<file path="config.mk">
export PLATFORM = sky130hd
export DESIGN_NAME = btn_charge_meter
export DESIGN_NICKNAME = d
export VERILOG_FILES = /design/src/rtl/btn_charge_meter.sv
export SDC_FILE = /design/constraint.sdc
export NUM_CORES = 1
export LEC_CHECK = 0
export BUFFER_PORTS_ARGS = -buffer_cell sky130_fd_sc_hd__buf_2
export CORE_AREA = 2 2 79 81
export DETAILED_ROUTE_END_ITERATION = 6
export DIE_AREA = 0 0 81 83
export GPL_ROUTABILITY_DRIVEN = 0
export PLACE_DENSITY_LB_ADDON = 0.15
export SLEW_MARGIN = 20
export SYNTH_ARGS = -nofsm -noshare
export SYNTH_HDL_FRONTEND = slang
export SYNTH_SLANG_ARGS = --single-unit
</file>
<file path="constraint.sdc">
create_clock -name clk_machine -period 2.39 [get_ports clk_machine]
set_clock_uncertainty 0.1 [all_clocks]
set_input_delay 0.478 -clock clk_machine [delete_from_list [all_inputs] [get_ports clk_machine]]
set_output_delay 0.478 -clock clk_machine [all_outputs]
set_load 0.005 [all_outputs]
</file>
<file path="src/rtl/btn_charge_meter.sv">
// btn_charge_meter
//   Conditions the raw player button and measures how long it is held.
//   The button is synchronised, debounced, and its hold time while the
//   downstream FSM is armed is turned into a squeeze level (0..14).
//   When the button is released, the block emits a one-cycle press pulse.
//   It also latches an initial jump velocity V_MIN + level*V_STEP,
//   saturated to 11 bits.
//
// Ports
//   clk_machine   in   system clock
//   rst_machine   in   synchronous active-high reset
//   i_btn         in   raw button (active high, asynchronous)
//   i_arm         in   FSM ready to accept a charge
//   o_btn_db      out  debounced button level
//   o_charging    out  high while charging
//   o_squeeze     out  squeeze level 0..14, 0 when not charging
//   o_v_init      out  velocity of the last completed press
//   o_press_valid out  one-cycle pulse; o_v_init is valid in the same cycle
module btn_charge_meter #(
  parameter int DEBOUNCE_CYCLES = 250000,
  parameter int STEP_CYCLES     = 1600000,
  parameter int V_MIN           = 20,
  parameter int V_STEP          = 8
) (
  input  logic        clk_machine,
  input  logic        rst_machine,
  input  logic        i_btn,
  input  logic        i_arm,
  output logic        o_btn_db,
  output logic        o_charging,
  output logic [3:0]  o_squeeze,
  output logic [10:0] o_v_init,
  output logic        o_press_valid
);

  localparam int DB_W = (DEBOUNCE_CYCLES > 1) ? $clog2(DEBOUNCE_CYCLES) : 1;
  localparam int ST_W = (STEP_CYCLES > 1) ? $clog2(STEP_CYCLES) : 1;
  localparam logic [DB_W-1:0] DB_LAST   = DB_W'(DEBOUNCE_CYCLES - 1);
  localparam logic [ST_W-1:0] STEP_LAST = ST_W'(STEP_CYCLES - 1);
  localparam logic [3:0]      LEVEL_MAX = 4'd14;

  typedef enum logic [1:0] {
    ST_IDLE    = 2'd0,
    ST_CHARGE  = 2'd1,
    ST_BLOCKED = 2'd2
  } state_t;

  state_t          state_r, state_s;
  logic            sync1_r, sync2_r;
  logic [DB_W-1:0] db_cnt_r;
  logic            btn_db_r, prev_r;
  logic [ST_W-1:0] step_cnt_r, step_cnt_s;
  logic [3:0]      level_r, level_s;
  logic [10:0]     v_init_r, v_init_s;
  logic            press_valid_r, press_valid_s;
  logic            rise_s, fall_s;

  // Velocity for a given squeeze level; computed wide, then clamped to 2047.
  function automatic logic [10:0] calc_v(input logic [3:0] lvl);
    logic [31:0] sum;
    sum = 32'(V_MIN) + (32'(lvl) * 32'(V_STEP));
    if (sum > 32'd2047) begin
      calc_v = 11'd2047;
    end else begin
      calc_v = sum[10:0];
    end
  endfunction

  // Two-flop synchroniser plus debounce counter and previous-level register.
  always_ff @(posedge clk_machine) begin
    if (rst_machine) begin
      sync1_r  <= 1'b0;
      sync2_r  <= 1'b0;
      db_cnt_r <= '0;
      btn_db_r <= 1'b0;
      prev_r   <= 1'b0;
    end else begin
      sync1_r <= i_btn;
      sync2_r <= sync1_r;
      prev_r  <= btn_db_r;
      if (sync2_r == btn_db_r) begin
        db_cnt_r <= '0;
      end else if (db_cnt_r == DB_LAST) begin
        // The synchronised level has differed for DEBOUNCE_CYCLES edges.
        btn_db_r <= ~btn_db_r;
        db_cnt_r <= '0;
      end else begin
        db_cnt_r <= db_cnt_r + DB_W'(1);
      end
    end
  end

  // Next-state and charge datapath.
  always_comb begin
    rise_s        = btn_db_r & ~prev_r;
    fall_s        = ~btn_db_r & prev_r;
    state_s       = state_r;
    step_cnt_s    = step_cnt_r;
    level_s       = level_r;
    v_init_s      = v_init_r;
    press_valid_s = 1'b0;
    case (state_r)
      ST_IDLE: begin
        if (rise_s) begin
          if (i_arm) begin
            state_s    = ST_CHARGE;
            step_cnt_s = '0;
            level_s    = 4'd0;
          end else begin
            state_s = ST_BLOCKED;
          end
        end else begin
          state_s = ST_IDLE;
        end
      end
      ST_CHARGE: begin
        // Release wins over both a same-cycle step and an arm drop.
        if (fall_s) begin
          v_init_s      = calc_v(level_r);
          press_valid_s = 1'b1;
          state_s       = ST_IDLE;
          step_cnt_s    = '0;
          level_s       = 4'd0;
        end else if (!i_arm) begin
          state_s    = ST_BLOCKED;
          step_cnt_s = '0;
          level_s    = 4'd0;
        end else if (step_cnt_r == STEP_LAST) begin
          step_cnt_s = '0;
          if (level_r != LEVEL_MAX) begin
            level_s = level_r + 4'd1;
          end else begin
            level_s = level_r;
          end
        end else begin
          step_cnt_s = step_cnt_r + ST_W'(1);
        end
      end
      ST_BLOCKED: begin
        // Wait for a real release so a held button cannot auto-charge.
        if (!btn_db_r) begin
          state_s = ST_IDLE;
        end else begin
          state_s = ST_BLOCKED;
        end
      end
      default: begin
        state_s    = ST_IDLE;
        step_cnt_s = '0;
        level_s    = 4'd0;
      end
    endcase
  end

  // State and charge registers.
  always_ff @(posedge clk_machine) begin
    if (rst_machine) begin
      state_r       <= ST_IDLE;
      step_cnt_r    <= '0;
      level_r       <= 4'd0;
      v_init_r      <= 11'(V_MIN);
      press_valid_r <= 1'b0;
    end else begin
      state_r       <= state_s;
      step_cnt_r    <= step_cnt_s;
      level_r       <= level_s;
      v_init_r      <= v_init_s;
      press_valid_r <= press_valid_s;
    end
  end

  // level_r is cleared whenever CHARGE is left, so it drives o_squeeze directly.
  assign o_btn_db      = btn_db_r;
  assign o_charging    = (state_r == ST_CHARGE);
  assign o_squeeze     = level_r;
  assign o_v_init      = v_init_r;
  assign o_press_valid = press_valid_r;

endmodule

</file>
==> results of run 1 <==
-- state kept, by name, summed over array words and instances (netlist names) --
name           cells
o_v_init           5
state_r            2
o_press_valid      1
db_cnt_r          18
prev_r             1
step_cnt_r        21
o_btn_db           1
sync1_r            1
sync2_r            1
o_squeeze          4
-- area by class of cell --
cell class,count,area [um2]
flip-flops and latches,55,1101
inverters,9,33.78
fillers,579,2848
clock buffers,5,68.82
multi-input cells,232,1480
clock inverters,3,47.55
well taps,75,93.84
repair buffers,24,142.6
-- cells by family (layout without fill, tap and decap cells) --
group,Yosys count,count (layout),synth area share [%]
AOI/OAI and AO/OA,46,46,10.93
xor gates and xnor gates,21,21,6.834
adders and majority gates,5,5,2.325
buffers and inverters,26,41,4.649
DFF,55,55,40.91
muxes,7,7,2.604
other,2,6,0.2790
and+or+nand+nor,147,147,31.47
-- synth_stat cells (3+ instances only) --
cell	n	area, um2
nor2_1	46	172.7
and4_1	4	35.03
dfxtp_1	55	1101
and3_1	4	25.02
a41oi_1	3	26.28
mux2i_1	7	70.07
nor4_4	3	63.81
nor3_1	5	25.02
o21ai_0	5	25.02
clkbuf_1	8	30.03
nand3b_1	3	22.52
buf_4	7	52.55
a31oi_1	11	68.82
a22o_1	3	26.28
nand4_1	11	68.82
xnor2_1	9	78.83
xor2_1	12	105.1
ha_1	5	62.56
nand2b_1	5	31.28
nand3_1	19	95.09
nor2b_1	6	37.54
inv_1	9	33.78
nand2_1	18	67.56
a21oi_1	17	85.08
or2_2	3	18.77
-- per-layer routing --
metal | GRT usage [%] | vias up
met3 | 3.261 | 6
met1 | 21.66 | 979
met5 | 0 | -
met2 | 25.77 | 17
li1 | - | 1114
met4 | 4.160 | 0
-- power by group through the flow --
stage	combinational, mW	clock [mW]	sequential [mW]
floorplan	0.0261	0	0.940
global placement	0.0286	0	0.940
detailed placement	0.0290	0	0.940
CTS	0.0290	0.657	0.919
global route	0.0324	0.687	0.920
finish	0.0284	0.634	0.919
-- critical path, delay by kind of cell (launching register included) --
kind,cells,cell delay (ps)
compound gates,2,500
simple gates,3,1010
flops,1,420
-- placed cells by master, fill, tap and decap left out, drive strengths merged, types with 3 or more instances in the layout --
master,count
a21oi,18
a22o,3
a31oi,11
a41oi,3
and2,3
and3,4
and4,4
buf,24
clkbuf,5
conb,6
dfxtp,55
ha,5
inv,10
mux2i,7
nand2,18
nand2b,5
nand3,22
nand3b,3
nand4,12
nor2,46
nor2b,6
nor3,5
nor4,3
o21ai,5
or2,3
xnor2,9
xor2,12
-- final timing paths --
| path | from | to | slack (ps) |
|---|---|---|---|
| worst min register to register | sync1_r | sync2_r | 350 |
| worst max-delay path | step_cnt_r[16] | step_cnt_r[17] | 280 |
| worst min-delay path | i_btn | sync1_r | 270 |
| worst max register to register | step_cnt_r[16] | step_cnt_r[17] | 280 |
==> results.md, run 1 <==
- Status: complete, no violations
- Clock power frac: 40.1%
- Critical path data arrival time: 2240 ps
- Register area share after synthesis: 40.91%
- Hold_ws: 265.9 ps
- Largest net degree at the start of global routing: 27
- Final WS setup: 284.6 ps
- Buffers on Ports: 15
- Num CTS Buffers: 5
- Cell variety after synth: 49
- Hold Violations, Final: 0
- Wire length on met1: 2606 um
- Max transition margin: 57.90%
- Avg Cell Area, Syn: 8.710 um2
- Initial DRT Pass Iterations: 6
- Max-cap violation count: 0
- Met3 WL: 111 um
- Root Buffer Master: clkbuf_8
- Utilization after layout: 51.03%
- Crit Path Max Fanout: 9
- CTS resizes: 0
- Antenna viol nets, final: 0
- Top layer in use: met4
- Critical Path RT: 2530 ps
- Ant. Diodes: 0
- P_leak: 1.093 nW
- Synthesized instance count: 309
- Number of flops mapped to enable cells by yosys: 0
- CP Class: flip-flop to flip-flop
- Clk sinks: 55
- Die Y: 83 um
- Worst setup EP type: flip-flop
- VDD IR max: 315.8 uV
- Hold path cells: 2
- NetSw: 0.3368 mW
- Vias in the first global route: 1929
- CP startpoint kind: flip-flop
- YS warnings: 0
- Clock latency on the worst-skew pair: 310 ps
- CTS max path bufs: 2
- Total Power: 1.581 mW
- Setup TNS: 0 ps
- CP max-delay cell: or4b_1
- Post-Place Worst Slack: 218.0 ps
- Remaining DRCs: 0
- Routed WL per cell: 12.62 um
- Most common flop cell mapped by yosys: dfxtp_1
- PwrDens: 532.8 nW/um2
- Avg Vias per Cell: 5.251
- CP cell instances: and4bb_2, and4b_1, a21oi_4, or4b_1, a31oi_1
- RSZ-0062 raised after global routing: no
- Worst R2R Path Depth: 5
- Setup bufs post-CTS: 0
- Placed cell areas: 2851 um2
- Core Area: 5816 um2
- Total die area: 6723 um2
- Post-route minimum period: 2105 ps
- Class of the worst hold path: input pin to flip-flop
- Setup violators final: 0
- Int Pwr: 1.245 mW
- Reg power frac: 58.1%
- Post-Syn Area: 2691 um2
- Die width: 81 um
- Post-route design area: 2968 um2
- CTS H-Tree Depth: 2
- Final WL: 5085 um
- Layout Nets: 336
- Asr flop ratio synth: 0%
- Max stage delay on crit path: 470 ps
- Cts hold-fix bufs: 0
- Gate power share: 1.8%
- Vias: 2116
- Sw Share: 21.30%
- Layout Cells excl Fill: 403
- First-pass GRT wire length: 8728 um
- Placed Cells: 395
- Initial Util: 46.28%
- Met2 routed WL: 2309 um
- Worst-path clk slew: 110 ps
- Rows: 28
- Worst-Margin Slew: 626.7 ps
- Global Route Usage Sum: 16.00%
- CTS tree: done
- Io pins: 22
- Share of cells above drive strength 1: 14.02%
- Initial antenna violation count: 0
- Yosys reg bits: 55
- Max Freq: 475.0 MHz
- DP HPWL: 3620 um
- Max Slew Vio Count: 0
- Fin crit share: 88.09%
- Layout area overhead: 10.27%
- Starting DRC count in detailed routing: 81
- GRT overflow: 0
No activity file was read; power rests on OpenSTA's default activity.
==> run 2, diff against run 1 <==
==> constraint.sdc (replaced) <==
create_clock -name clk_machine -period 1.85 [get_ports clk_machine]
set_clock_uncertainty 0.1 [all_clocks]
set_input_delay 0.37 -clock clk_machine [delete_from_list [all_inputs] [get_ports clk_machine]]
set_output_delay 0.37 -clock clk_machine [all_outputs]
set_load 0.005 [all_outputs]
==> run 2 against run 1 <==
Compared with the run above: clock power is 15% higher; global-route usage is 1.8 points higher; die area stayed put; cell count is 8.7% higher; worst setup slack worse by 280 ps; count of clock-buffer cells in the layout is 2 higher; largest cell class unchanged.
==> results.md, run 2 (synthesis results as in run 1) <==
- Status: complete, no violations (unchanged)
- Crit Path Max Fanout: 4 (was 9)
- Die Y: 83 um (unchanged)
- GRT overflow: 0 (unchanged)
- Remaining DRCs: 0 (unchanged)
- CTS tree: done (unchanged)
- Reg power frac: 60.7% (was 58.1%)
- Final WL: 5653 um (was 5085 um)
- CTS max path bufs: 2 (unchanged)
- P_leak: 1.279 nW (was 1.093 nW)
- Worst R2R Path Depth: 6 (was 5)
- Layout Nets: 371 (was 336)
- DP HPWL: 4128 um (was 3620 um)
- Clock power frac: 37.3% (was 40.1%)
- Largest net degree at the start of global routing: 18 (was 27)
- Post-route minimum period: 1842 ps (was 2105 ps)
- R2R setup slack: 8 ps (was 280 ps)
- Total die area: 6723 um2 (unchanged)
- Worst-path clk slew: 100 ps (was 110 ps)
- Num CTS Buffers: 5 (unchanged)
- Clk sinks: 55 (unchanged)
- Most common cell after layout, fill and taps aside: nor2_1 (was dfxtp_1)
- Worst r2r dst: o_squeeze[3] (was step_cnt_r[17])
- Layout area overhead: 22.04% (was 10.27%)
- Setup violators final: 0 (unchanged)
- Max-cap violation count: 0 (unchanged)
- Ant. Diodes: 0 (unchanged)
- Int Pwr: 1.538 mW (was 1.245 mW)
- Root Buffer Master: clkbuf_8 (unchanged)
- CP Class: flip-flop to flip-flop (unchanged)
- Hold path cells: 2 (unchanged)
- Worst setup EP type: flip-flop (unchanged)
- RSZ-0062 raised after global routing: yes (was no)
- Initial antenna violation count: 0 (unchanged)
- Met2 routed WL: 2439 um (was 2309 um)
- Starting DRC count in detailed routing: 106 (was 81)
- Fillers: 548 (was 579)
- R2r startpoint: step_cnt_r[15] (was step_cnt_r[16])
- Hold_sp: i_btn (unchanged)
- Placed Cells: 421 (was 395)
- Area occupied by multi-input gates: 1521 um2 (was 1480 um2)
- Class of the worst hold path: input pin to flip-flop (unchanged)
- Layout Cells excl Fill: 438 (was 403)
- Global Route Usage Sum: 17.81% (was 16.00%)
- VDD IR max: 273.5 uV (was 315.8 uV)
- Initial DRT Pass Iterations: 4 (was 6)
- Vias in the first global route: 2053 (was 1929)
- Sw Share: 21.22% (was 21.30%)
- Biggest register: step_cnt_r (unchanged)
- First-pass GRT wire length: 9591 um (was 8728 um)
- Worst Hold End: sync1_r (unchanged)
- Utilization after layout: 56.48% (was 51.03%)
- Wire length on met1: 2942 um (was 2606 um)
- Max Slew Vio Count: 0 (unchanged)
- Clock latency on the worst-skew pair: 310 ps (about the same)
- NetSw: 0.4142 mW (was 0.3368 mW)
- Hold Violations, Final: 0 (unchanged)
- Top layer in use: met4 (unchanged)
- Avg Vias per Cell: 5.215 (was 5.251)
- Met3 WL: 208 um (was 111 um)
- Most frequent cells in the layout: 46 x nor2_1, 43 x dfxtp_1, 42 x buf_4 (was 55 x dfxtp_1, 46 x nor2_1, 19 x nand3_1)
- CTS H-Tree Depth: 2 (unchanged)
- Core Area: 5816 um2 (unchanged)
- PwrDens: 594.4 nW/um2 (was 532.8 nW/um2)
- Share of cells above drive strength 1: 27.27% (was 14.02%)
- Io pins: 22 (unchanged)
- CP startpoint kind: flip-flop (unchanged)
- Die width: 81 um (unchanged)
- Max Freq: 542.8 MHz (was 475.0 MHz)
- Gate power share: 2.0% (was 1.8%)
- Vias: 2284 (was 2116)
- Initial Util: 46.28% (unchanged)
- Critical Path RT: 2000 ps (was 2530 ps)
- Max reg flops: 21 (unchanged)
- Antenna viol nets, final: 0 (unchanged)
- Reg area: 1119 um2 (was 1101 um2)
- Fin crit share: 99.59% (was 88.09%)
- Buffers on Ports: 15 (unchanged)
- Rows: 28 (unchanged)
- Critical path data arrival time: 1990 ps (was 2240 ps)
- Routed WL per cell: 12.91 um (was 12.62 um)
-- run 2: changes by cell type in the layout (fill, tap and decap cells not counted), sizes merged --
| cell | previous run | this run |
|---|---|---|
| clkbuf | 5 | 7 |
| clkinvlp | 0 | 1 |
| clkinv | 1 | 0 |
| bufinv | 1 | 0 |
| inv | 10 | 9 |
| buf | 24 | 59 |
-- run 2: per-stage QoR --
step	cell area [um2]	setup TNS, ps	hold WS [ps]	power, mW	setup WS (ps)
3_5_place_dp	3054	-432.1	326.2	1.254	-70.47
6_report	3284	0	188.1	1.952	7.604
4_1_cts	3222	-7.455	178.3	1.976	-7.455
3_3_place_gp	3054	-91.20	336.2	1.253	-47.52
2_1_floorplan	2714	-0.4196	313.8	1.248	-0.4196
5_1_grt	3284	-231.8	171.5	2.030	-90.82
-- run 2: power groups by stage --
stage               clock network, mW  registers [mW]  logic, mW
floorplan                           0            1.21     0.0337
global placement                    0            1.21     0.0387
detailed placement                  0            1.21     0.0390
CTS                             0.750            1.19     0.0391
global route                    0.800            1.19     0.0443
finish                          0.728            1.19     0.0393
-- run 2: per-layer routing --
metal	GRT usage [%]	vias to the layer above
met4	4.622	0
li1	-	1182
met1	26.04	1060
met5	0	-
met3	3.587	5
met2	26.60	37
-- run 2: worst max-delay path by stage --
stage	start	to	slack, ps	cells past startpoint
floorplan	step_cnt_r[0]	o_squeeze[3]	-0.4	6
global placement	step_cnt_r[4]	step_cnt_r[13]	-50	6
detailed placement	step_cnt_r[1]	o_squeeze[3]	-70	6
CTS	step_cnt_r[1]	o_squeeze[3]	-7	7
global route	step_cnt_r[4]	step_cnt_r[17]	-90	5
finish	step_cnt_r[15]	o_squeeze[3]	8	6
-- run 2: layout make-up --
| cell class | count | area share [%] |
|---|---|---|
| tap | 75 | 2.857 |
| sequential | 55 | 34.06 |
| multi-input combinational | 232 | 46.32 |
| timing repair buffer | 59 | 12.57 |
| inverter | 9 | 1.029 |
| clock inverter | 1 | 0.2286 |
| clock buffer | 7 | 2.933 |
-- run 2: repair_timing --
action	in CTS	in global routing
setup endpoints to repair	15	18
gates resized for setup	8	13
hold buffers	0	0
pin swaps	5	15
buffers inserted	6	3
-- run 2: critical path, cell delays in order, from the launching register on --
cell and delay (ps):
dfxtp_2 330, nand3b_1 220, nor4_4 300, buf_4 190, nand3_2 70, or4b_1 470, a21oi_1 120
==> run 3, diff against run 2 <==
--- a/config.mk
+++ b/config.mk
@@ -5,10 +5,11 @@
 export SDC_FILE = /design/constraint.sdc
 export NUM_CORES = 1
 export LEC_CHECK = 0
+export ABC_AREA = 1
 export BUFFER_PORTS_ARGS = -buffer_cell sky130_fd_sc_hd__buf_2
-export CORE_AREA = 2 2 79 81
+export CORE_AREA = 2 2 82 84
 export DETAILED_ROUTE_END_ITERATION = 6
-export DIE_AREA = 0 0 81 83
+export DIE_AREA = 0 0 84 86
 export GPL_ROUTABILITY_DRIVEN = 0
 export PLACE_DENSITY_LB_ADDON = 0.15
 export SLEW_MARGIN = 20
==> constraint.sdc (replaced) <==
create_clock -name clk_machine -period 1.5 [get_ports clk_machine]
set_clock_uncertainty 0.1 [all_clocks]
set_input_delay 0.3 -clock clk_machine [delete_from_list [all_inputs] [get_ports clk_machine]]
set_output_delay 0.3 -clock clk_machine [all_outputs]
set_load 0.005 [all_outputs]
==> run 3 against run 2 <==
Compared with the run above: the flow now finishes with violations (setup timing); combinational power up 91%; first-iteration DRC count up 48%; synthesized cell count up 36%; critical endpoint is now step_cnt_r[6]; critical path depth up 1; worst hold slack worse by 120 ps; cell area up 24%.
==> results.md, run 3 <==
- Status: complete, but fails checks (was complete, no violations)
- Failing checks: setup timing
- Most instantiated cells after synthesis: 84 x nand2_1, 58 x nor2_1, 55 x dfxtp_1, 47 x inv_1, 38 x nand3_1 (was 55 x dfxtp_1, 46 x nor2_1, 19 x nand3_1, 18 x nand2_1, 17 x a21oi_1)
- Setup violators final: 32 (was 0)
- Met2 routed WL: 3856 um (was 2439 um)
- Most frequent cells in the layout: 73 x nand2_1, 55 x buf_4, 48 x nor2_1 (was 46 x nor2_1, 43 x dfxtp_1, 42 x buf_4)
- CP cell instances: ha_4, nand3_4, nor2_4, nand2_2, buf_4, o21ai_0, nor2_1 (was nand3b_1, nor4_4, buf_4, nand3_2, or4b_1, a21oi_1)
- Top layer in use: met4 (unchanged)
- First-pass GRT wire length: 12580 um (was 9591 um)
- Yosys top cell area share: 37.72% (was 40.91%)
- Hold Violations, Final: 0 (unchanged)
- CP max-delay cell: dfxtp_2 (was or4b_1)
- P_leak: 1.526 nW (was 1.279 nW)
- Ant. Diodes: 0 (unchanged)
- Most common cell in the netlist: nand2_1 (was dfxtp_1)
- CTS max path bufs: 2 (unchanged)
- Routed WL per cell: 13.83 um (was 12.91 um)
- Int Pwr: 2.024 mW (was 1.538 mW)
- Cell variety after synth: 33 (was 49)
- Max Slew Vio Count: 0 (unchanged)
- Area leader, netlist: dfxtp_1 (unchanged)
- CTS H-Tree Depth: 2 (unchanged)
- Max Freq: 635.6 MHz (was 542.8 MHz)
- CP startpoint kind: flip-flop (unchanged)
- Total die area: 7224 um2 (was 6723 um2)
- R2r startpoint: step_cnt_r[1] (was step_cnt_r[15])
- Clk sinks: 55 (unchanged)
- Buffers on Ports: 15 (unchanged)
- Die width: 84 um (was 81 um)
- Clock latency on the worst-skew pair: 320 ps (was 310 ps)
- Max stage delay on crit path: 360 ps (was 470 ps)
- Remaining DRCs: 0 (unchanged)
- Layout area overhead: 39.31% (was 22.04%)
- Global Route Usage Sum: 21.33% (was 17.81%)
- Fillers: 564 (was 548)
- Worst-path clk slew: 100 ps (about the same)
- Reg power frac: 56.6% (was 60.7%)
- Class of the worst hold path: input pin to flip-flop (unchanged)
- Biggest register: step_cnt_r (unchanged)
- Critical Path RT: 1610 ps (was 2000 ps)
- Vias in the first global route: 2755 (was 2053)
- Initial antenna violation count: 0 (unchanged)
- Post-route design area: 4066 um2 (was 3284 um2)
- Core Area: 6277 um2 (was 5816 um2)
- Share of cells above drive strength 1: 37.07% (was 27.27%)
- Synthesized instance count: 419 (was 309)
- Vias: 3005 (was 2284)
- Worst Hold End: sync1_r (unchanged)
- Critical path data arrival time: 1680 ps (was 1990 ps)
- CTS tree: done (unchanged)
- Total Power: 2.580 mW (was 1.952 mW)
- Layout Cells excl Fill: 576 (was 438)
- Final WS setup: -73.27 ps (was 7.604 ps)
- RSZ-0062 raised after global routing: yes (unchanged)
- Post-Syn Area: 2919 um2 (was 2691 um2)
- Avg Vias per Cell: 5.217 (was 5.215)
- Post-route minimum period: 1573 ps (was 1842 ps)
- YS warnings: 0 (unchanged)
- Rows: 29 (was 28)
- R2R setup slack: -70 ps (was 8 ps)
- Utilization after layout: 64.78% (was 56.48%)
- Synth top area cells: dfxtp_1 38%, nand2_1 11%, nor2_1 7.5% (was dfxtp_1 41%, nor2_1 6.4%, xor2_1 3.9%)
- Placed cell areas: 3371 um2 (was 3054 um2)
- PwrDens: 634.4 nW/um2 (was 594.4 nW/um2)
- Yosys reg bits: 55 (unchanged)
- Initial DRT Pass Iterations: 4 (unchanged)
- Hold_ws: 71.41 ps (was 188.1 ps)
- Max-cap violation count: 0 (unchanged)
- Sw Share: 21.56% (was 21.22%)
- Worst r2r dst: step_cnt_r[6] (was o_squeeze[3])
- Worst setup EP type: flip-flop (unchanged)
- Die Y: 86 um (was 83 um)
- Io pins: 22 (unchanged)
- Cts hold-fix bufs: 0 (unchanged)
- Most common cell after layout, fill and taps aside: nand2_1 (was nor2_1)
- Setup TNS: -1096 ps (was 0 ps)
- VDD IR max: 423.6 uV (was 273.5 uV)
- Register area share after synthesis: 37.72% (was 40.91%)
- Hold_sp: i_btn (unchanged)
- GRT overflow: 0 (unchanged)
- Post-Place Worst Slack: -194.1 ps (was -70.47 ps)
- DP HPWL: 5024 um (was 4128 um)
- Number of flops mapped to enable cells by yosys: 0 (unchanged)
- Reg area: 1122 um2 (was 1119 um2)
- Max reg flops: 21 (unchanged)
- Starting DRC count in detailed routing: 157 (was 106)
- Final WL: 7968 um (was 5653 um)
- Worst R2R Path Depth: 7 (was 6)
- Antenna viol nets, final: 0 (unchanged)
- CP Class: flip-flop to flip-flop (unchanged)
- NetSw: 0.5561 mW (was 0.4142 mW)
- Delay-heaviest family, CP: simple AND/OR/NAND/NOR gates (unchanged)
- Gate power share: 2.9% (was 2.0%)
- Number of buffers and inverters on the critical path: 1 (unchanged)
- Largest net degree at the start of global routing: 17 (was 18)
- Num CTS Buffers: 5 (unchanged)
- Placed Cells: 548 (was 421)
- Hold path cells: 3 (was 2)
- Clock power frac: 40.4% (was 37.3%)
- Wire length on met1: 3650 um (was 2942 um)
- Root Buffer Master: clkbuf_8 (unchanged)
- Met3 WL: 280 um (was 208 um)
- Most common flop cell mapped by yosys: dfxtp_1 (unchanged)
- Area occupied by multi-input gates: 2003 um2 (was 1521 um2)
- Asr flop ratio synth: 0% (unchanged)
- Crit Path Max Fanout: 4 (unchanged)
- Avg Cell Area, Syn: 6.967 um2 (was 8.710 um2)
- Fin crit share: 104.9% (was 99.59%)
- Initial Util: 46.50% (was 46.28%)
- Layout Nets: 507 (was 371)
## run 3: how the worst max path moves through the flow
stage / slack, ps / end / startpoint / depth (start not counted)
after floorplan: -90 / db_cnt_r[7] / db_cnt_r[0] / 9
after global placement: -130 / step_cnt_r[12] / step_cnt_r[0] / 8
after detailed placement: -190 / step_cnt_r[9] / step_cnt_r[0] / 8
after CTS: -50 / step_cnt_r[18] / step_cnt_r[1] / 10
after global routing: -180 / o_btn_db / db_cnt_r[1] / 8
final: -70 / step_cnt_r[6] / step_cnt_r[1] / 7
## run 3: kinds of logic after synthesis
kind of cell	count (synthesis)	share of synthesized area, %
xor+xnor	12	3.600
simple gates	246	39.65
other cells	2	0.2573
flops	55	37.72
fa+ha+maj	5	2.143
buf+inv	60	9.173
compound gates	39	7.459
## run 3: worst register-to-register path: stages (launching register included)
cell	delay (ps)
dfxtp_2	360
ha_4	150
nand3_4	90
nor2_4	170
nand2_2	110
buf_4	150
o21ai_0	240
nor2_1	90
## run 3: power groups by stage
| stage | registers, mW | logic (mW) | clock network, mW |
|---|---|---|---|
| final | 1.46 | 0.0751 | 1.04 |
| after detailed placement | 1.50 | 0.0573 | 0 |
| after floorplan | 1.50 | 0.0449 | 0 |
| after global placement | 1.50 | 0.0564 | 0 |
| after global routing | 1.46 | 0.0812 | 1.11 |
| after CTS | 1.46 | 0.0670 | 1.07 |
## run 3: repair_timing
action | 4_1_cts | 5_1_grt
gates cloned | 4 | 1
resized for setup | 32 | 65
pin swaps | 8 | 17
setup buffers | 3 | 14
endpoints found under the setup margin | 42 | 44
## run 3: metal layers
layer  global-route usage, %  vias to the layer above
li1                        -                     1512
met1                   28.14                     1409
met2                   35.13                       68
met3                   3.946                       16
met4                   7.771                        0
met5                       0                        -
## run 3: cell type report
| cell class | instances | area share (%) |
|---|---|---|
| multi-input cells | 313 | 49.26 |
| clock buffers | 6 | 2.031 |
| clock inverters | 2 | 0.8615 |
| flip-flops and latches | 55 | 27.60 |
| repair buffers | 73 | 13.05 |
| well taps | 77 | 2.369 |
| inverters | 50 | 4.831 |
